`config.mk`:
```
export PLATFORM = sky130hd
export DESIGN_NAME = freq_ratio_det_flat
export DESIGN_NICKNAME = d
export VERILOG_FILES = /design/src/rtl/freq_ratio_det_if.sv /design/src/rtl/freq_ratio_det.sv /design/src/flat_wrapper.sv
export SDC_FILE = /design/constraint.sdc
export NUM_CORES = 1
export LEC_CHECK = 0
export CORE_MARGIN = 2
export CORE_UTILIZATION = 45
export CTS_CLUSTER_DIAMETER = 120
export CTS_CLUSTER_SIZE = 40
export DETAILED_ROUTE_END_ITERATION = 6
export PLACE_DENSITY = 0.69
export REMOVE_ABC_BUFFERS = 1
export SETUP_SLACK_MARGIN = 0.1
export SLEW_MARGIN = 10
export SYNTH_ARGS = -nofsm -noshare
export SYNTH_HDL_FRONTEND = slang
export SYNTH_SLANG_ARGS = --single-unit
```
`constraint.sdc`:
```
create_clock -name clk -period 1.4 [get_ports clk]
set_input_delay 0.14 -clock clk [delete_from_list [all_inputs] [get_ports clk]]
set_output_delay 0.14 -clock clk [all_outputs]
set_load 0.01 [all_outputs]
```
`src/rtl/freq_ratio_det_if.sv`:
```
// Measurement bus for freq_ratio_det: the sampled signal in, the period/high-time
// results and status flags out.
interface freq_ratio_det_if #(
  parameter int CNT_W = 8
);
  logic             sig_in;
  logic [CNT_W-1:0] period;
  logic [CNT_W-1:0] hi_time;
  logic             valid;
  logic             locked;
  logic             ovf;

  // Driver of sig_in / consumer of the measurements
  modport master (output sig_in, input period, hi_time, valid, locked, ovf);
  // The detector itself
  modport slave  (input sig_in, output period, hi_time, valid, locked, ovf);
endinterface

```
`src/rtl/freq_ratio_det.sv`:
```
// Frequency/duty detector: measures rising-to-rising period and rising-to-falling
// high time of an asynchronous signal in clk cycles, flags saturation and reports
// lock after LOCK_N consecutive equal periods.
module freq_ratio_det #(
  parameter int CNT_W  = 8,
  parameter int LOCK_N = 4
) (
  input logic           clk,
  input logic           rst,
  freq_ratio_det_if.slave bus
);
  localparam int               MW       = $clog2(LOCK_N + 1);
  localparam logic [CNT_W-1:0] CNT_MAX  = '1;
  localparam logic [CNT_W-1:0] CNT_ONE  = CNT_W'(1);
  localparam logic [MW-1:0]    LOCK_MAX = MW'(LOCK_N);
  localparam logic [MW-1:0]    M_ONE    = MW'(1);

  typedef enum logic {IDLE, MEAS} state_t;

  state_t           state_q, state_d;
  // sync_q[0]=s1, sync_q[1]=s2, sync_q[2]=s3
  logic [2:0]       sync_q, sync_d;
  // Fills with ones after reset; edges are only trusted once s3 holds a real
  // sample, so a level already high at reset is not mistaken for a rise.
  logic [2:0]       vld_pipe_q, vld_pipe_d;
  logic [CNT_W-1:0] cnt_q, cnt_d;
  logic [CNT_W-1:0] hi_lat_q, hi_lat_d;
  logic             hi_seen_q, hi_seen_d;
  logic [CNT_W-1:0] period_q, period_d;
  logic [CNT_W-1:0] hi_time_q, hi_time_d;
  logic             valid_q, valid_d;
  logic             locked_q, locked_d;
  logic             ovf_q, ovf_d;
  logic [MW-1:0]    match_q, match_d;
  logic             rise, fall;

  // Edge detection and next-state / output computation
  always_comb begin
    sync_d     = {sync_q[1:0], bus.sig_in};
    vld_pipe_d = {vld_pipe_q[1:0], 1'b1};
    rise       = vld_pipe_q[2] & sync_q[1] & ~sync_q[2];
    fall       = vld_pipe_q[2] & ~sync_q[1] & sync_q[2];

    state_d   = state_q;
    cnt_d     = cnt_q;
    hi_lat_d  = hi_lat_q;
    hi_seen_d = hi_seen_q;
    period_d  = period_q;
    hi_time_d = hi_time_q;
    valid_d   = 1'b0;
    ovf_d     = ovf_q;
    match_d   = match_q;
    // locked trails the match counter by one cycle
    locked_d  = (match_q == LOCK_MAX);

    case (state_q)
      IDLE: begin
        cnt_d = '0;
        if (rise) begin
          state_d   = MEAS;
          cnt_d     = CNT_ONE;
          hi_seen_d = 1'b0;
        end
      end
      MEAS: begin
        if (rise) begin
          period_d  = cnt_q;
          hi_time_d = hi_seen_q ? hi_lat_q : cnt_q;
          valid_d   = 1'b1;
          ovf_d     = 1'b0;
          cnt_d     = CNT_ONE;
          hi_seen_d = 1'b0;
          // period_q still holds the previous measurement here
          if (match_q == '0 || cnt_q != period_q) match_d = M_ONE;
          else if (match_q != LOCK_MAX)           match_d = match_q + M_ONE;
        end else if (cnt_q == CNT_MAX) begin
          // No rise within the counter range: give up and wait for a fresh rise
          ovf_d    = 1'b1;
          locked_d = 1'b0;
          match_d  = '0;
          cnt_d    = '0;
          state_d  = IDLE;
        end else begin
          cnt_d = cnt_q + CNT_ONE;
          if (fall) begin
            hi_lat_d  = cnt_q;
            hi_seen_d = 1'b1;
          end
        end
      end
      default: state_d = IDLE;
    endcase
  end

  // State and output registers with synchronous reset
  always_ff @(posedge clk) begin
    if (rst) begin
      state_q    <= IDLE;
      sync_q     <= '0;
      vld_pipe_q <= '0;
      cnt_q      <= '0;
      hi_lat_q   <= '0;
      hi_seen_q  <= 1'b0;
      period_q   <= '0;
      hi_time_q  <= '0;
      valid_q    <= 1'b0;
      locked_q   <= 1'b0;
      ovf_q      <= 1'b0;
      match_q    <= '0;
    end else begin
      state_q    <= state_d;
      sync_q     <= sync_d;
      vld_pipe_q <= vld_pipe_d;
      cnt_q      <= cnt_d;
      hi_lat_q   <= hi_lat_d;
      hi_seen_q  <= hi_seen_d;
      period_q   <= period_d;
      hi_time_q  <= hi_time_d;
      valid_q    <= valid_d;
      locked_q   <= locked_d;
      ovf_q      <= ovf_d;
      match_q    <= match_d;
    end
  end

  assign bus.period  = period_q;
  assign bus.hi_time = hi_time_q;
  assign bus.valid   = valid_q;
  assign bus.locked  = locked_q;
  assign bus.ovf     = ovf_q;
endmodule

```
`src/flat_wrapper.sv`:
```
// flat-port wrapper written by rule: the top's interface ports become plain ports
module freq_ratio_det_flat 
#(
  parameter int CNT_W  = 8,
  parameter int LOCK_N = 4
)
  (clk, rst, bus_sig_in, bus_period, bus_hi_time, bus_valid, bus_locked, bus_ovf);
  freq_ratio_det_if #(.CNT_W(CNT_W)) bus_i ();
  input logic clk;
  input logic rst;
  input wire logic [$bits(bus_i.sig_in)-1:0] bus_sig_in;
  output wire logic [$bits(bus_i.period)-1:0] bus_period;
  output wire logic [$bits(bus_i.hi_time)-1:0] bus_hi_time;
  output wire logic [$bits(bus_i.valid)-1:0] bus_valid;
  output wire logic [$bits(bus_i.locked)-1:0] bus_locked;
  output wire logic [$bits(bus_i.ovf)-1:0] bus_ovf;
  assign bus_i.sig_in = bus_sig_in;
  assign bus_period = bus_i.period;
  assign bus_hi_time = bus_i.hi_time;
  assign bus_valid = bus_i.valid;
  assign bus_locked = bus_i.locked;
  assign bus_ovf = bus_i.ovf;
  freq_ratio_det #(.CNT_W(CNT_W), .LOCK_N(LOCK_N)) u_core (.clk(clk), .rst(rst), .bus(bus_i));
endmodule
```
==> out/results.ini, run 1 <==
[status]
status = finished with violations
violations = setup timing

[route]
avgViaCountPerCell = 5.47
drt-pass1-iter-count = 4
ant_nets = 0
vias = 1707
routedWlPerCell_um = 15.9
drt_iter0_markers = 63
wl_um = 4970
route.detailed.drc = 0

[worst_setup_path]
worst-path-max-fanout = 4
worstPathArrival_ns = 1.64
slowest_delay_ns = 0.37
crit_required_ns = 1.59
worstPathCellList = xnor2_1 -> nand4_1 -> buf_4 -> o31ai_2 -> a21oi_1
worstSetupPathType = reg2reg
cp-start-kind = flop
crit_slowest_cell = dfxtp_4
crit_cells = 5
r2r_cells = 5
worst-path-buf-inv = 1
end_kind = flop
cp_top_family = flip-flops

[timing]
timing.final.ws_setup_ns = -0.0505
worst_pin_slew_ns = 0.396
drv_slew = 0
setup_violations = 2
fmax_mhz = 689
finalSetupTns_ns = -0.0999
rsz0062_at_grt = true
fin_crit_sh_pct = 104
hold_violations = 0
post-route-min-period_ns = 1.45
slew_headroom_pct = 73.5
clock_skew_ns = 0.00607

[clocking]
ctsHtreeMaxLevel = 2
hold_buffers = 0
clk_latency_ns = 0.30
clock_path_buffers = 2
clk_pin_slew_ns = 0.09
cts_root_buf = clkbuf_8
numClockSinks = 46
cts_buffers = 5
cts_tree = built

[final_layout]
n_antenna_cell = 0
layout_commonest_cell = buf_4
design_area_um2 = 2740
fin_util_pct = 67.1
mostFrequentLayoutCells = buf_4 (36), dfxtp_1 (33), nand2_1 (22)
drive_above_1_share_pct = 32.1
area_growth_pct = 41.5
nets = 268

[global_route]
grt_pass1_vias = 1400
grt_pass1_wl_um = 6800
grt_overflow = 0
antenna_found_initial = 0
grtUsageTotal_pct = 17.7
grt_max_degree = 31

[placement]
gp_congestion = 0.786
port_buffers = 21
place_area_um2 = 2340
dp_hpwl_um = 2800

[die]
die_w_um = 69.6
core-area_um2 = 4090
die_y_um = 69.6
ios = 22
row_count = 23
die-area_um2 = 4850
start_util_pct = 47.4

[logic_synthesis]
synth-edff-count = 0
synth-seq-area-share_pct = 47.5
ys_warn_count = 0
synth_seq_cells = 46
ys_types = 35
ys_async_sr_fraction_pct = 0
dominantRegCellSynth = dfxtp_1
syn-instance-count = 209
syn_avg_cell_area_um2 = 9.27
syn_area_um2 = 1940

[power]
p_leak_nw = 1.15
ir_worst_vdd_mv = 0.944
cellPowerDensity_nw_per_um2 = 870

[flow_run]
maxCapViolCount = 0

[hold_path]
hp-class = in2reg
min_path_cells = 2

worst paths after layout:
check / slack, ns / to / from
setup / recovery: -0.05 / u_core.match_q[0]$_SDFFE_PP0P_ / u_core.cnt_q[5]$_SDFF_PP0_
hold / removal: 0.39 / u_core.sync_q[0]$_SDFF_PP0_ / bus_sig_in
setup reg to reg: -0.05 / u_core.match_q[0]$_SDFFE_PP0P_ / u_core.cnt_q[5]$_SDFF_PP0_
hold reg to reg: 0.43 / u_core.vld_pipe_q[2]$_SDFF_PP0_ / u_core.vld_pipe_q[1]$_SDFF_PP0_
synthesized netlist by cell type, types with 4 or more instances:
| cell | count | area, um^2 |
|---|---|---|
| a21oi_1 | 13 | 65.1 |
| inv_1 | 6 | 22.5 |
| nand4_1 | 5 | 31.3 |
| xnor2_1 | 9 | 78.8 |
| clkbuf_1 | 5 | 18.8 |
| nor2_1 | 23 | 86.3 |
| buf_2 | 8 | 40.0 |
| dfxtp_1 | 46 | 921 |
| mux2i_1 | 14 | 140 |
| a211oi_1 | 8 | 60.1 |
| o21ai_0 | 5 | 25.0 |
| nand2_1 | 22 | 82.6 |
| and3_1 | 4 | 25.0 |
| xor2_1 | 5 | 43.8 |
| nor2b_1 | 5 | 31.3 |
kinds of logic (layout without fill, tap and decap cells):
logic type                 Yosys count  after routing  synth area share, %
buffers and inverters               23             76                 6.13
DFF                                 46             46                 47.5
muxes                               14             14                 7.23
AOI/OAI and AO/OA                   34             34                 10.8
and+or+nand+nor                     75             75                 20.1
adders and majority gates            3              3                 1.94
xor gates and xnor gates            14             14                 6.33
routing by layer:
| layer | vias to the layer above | wire [um] | global-route usage (%) |
|---|---|---|---|
| met5 | - | 0 | 0 |
| met3 | 15 | 298 | 4.51 |
| met2 | 63 | 2400 | 26.4 |
| met4 | 0 | 133 | 7.26 |
| li1 | 817 | - | - |
| met1 | 812 | 2130 | 24.4 |
sequential cells by signal (all words and copies together), names as in the netlist:
name	flops
u_core.bus.hi_time	8
u_core.bus.period	8
u_core.cnt_q	8
u_core.hi_lat_q	8
u_core.match_q	3
u_core.sync_q	3
u_core.vld_pipe_q	3
u_core.bus.locked	1
u_core.bus.ovf	1
u_core.bus.valid	1
u_core.hi_seen_q	1
u_core.state_q	1
area by class of cell:
type	count	area [um^2]
fill	315	1340
multi-input combinational	140	1030
sequential	46	947
timing repair buffer	63	563
clock buffer	6	82.6
tap	50	62.6
clock inverter	1	30.0
inverter	6	22.5
timing repair:
item,CTS,global route
gates cloned,0,1
pin swaps,8,17
setup buffers,8,6
gates resized for setup,38,30
setup endpoints to repair,40,25
where the power goes:
part | switching [mW] | leakage, nW | internal [mW]
logic | 0.0313 | 0.718 | 0.0250
clock network | 0.444 | 0.0573 | 0.571
registers | 0.00587 | 0.379 | 1.31
total | 0.481 | 1.15 | 1.90
metrics by stage:
step           cells  total power [mW]  worst slack (ns)  hold slack, ns
4_1_cts          305              2.39            0.0143           0.386
5_1_grt          312              2.47            -0.160           0.416
3_5_place_dp     290              1.40           -0.0954           0.427
3_3_place_gp     290              1.40            -0.106           0.420
6_report         312              2.39           -0.0505           0.391
2_1_floorplan    192              1.36            -0.202           0.209
Note: power is estimated with default switching activity, not from simulation.
==> run 2, diff against run 1 <==
- SLEW_MARGIN: 10 -> unset
==> results of run 2 <==
Same layout as run 1: the final DEF is identical, and so are final timing and power.
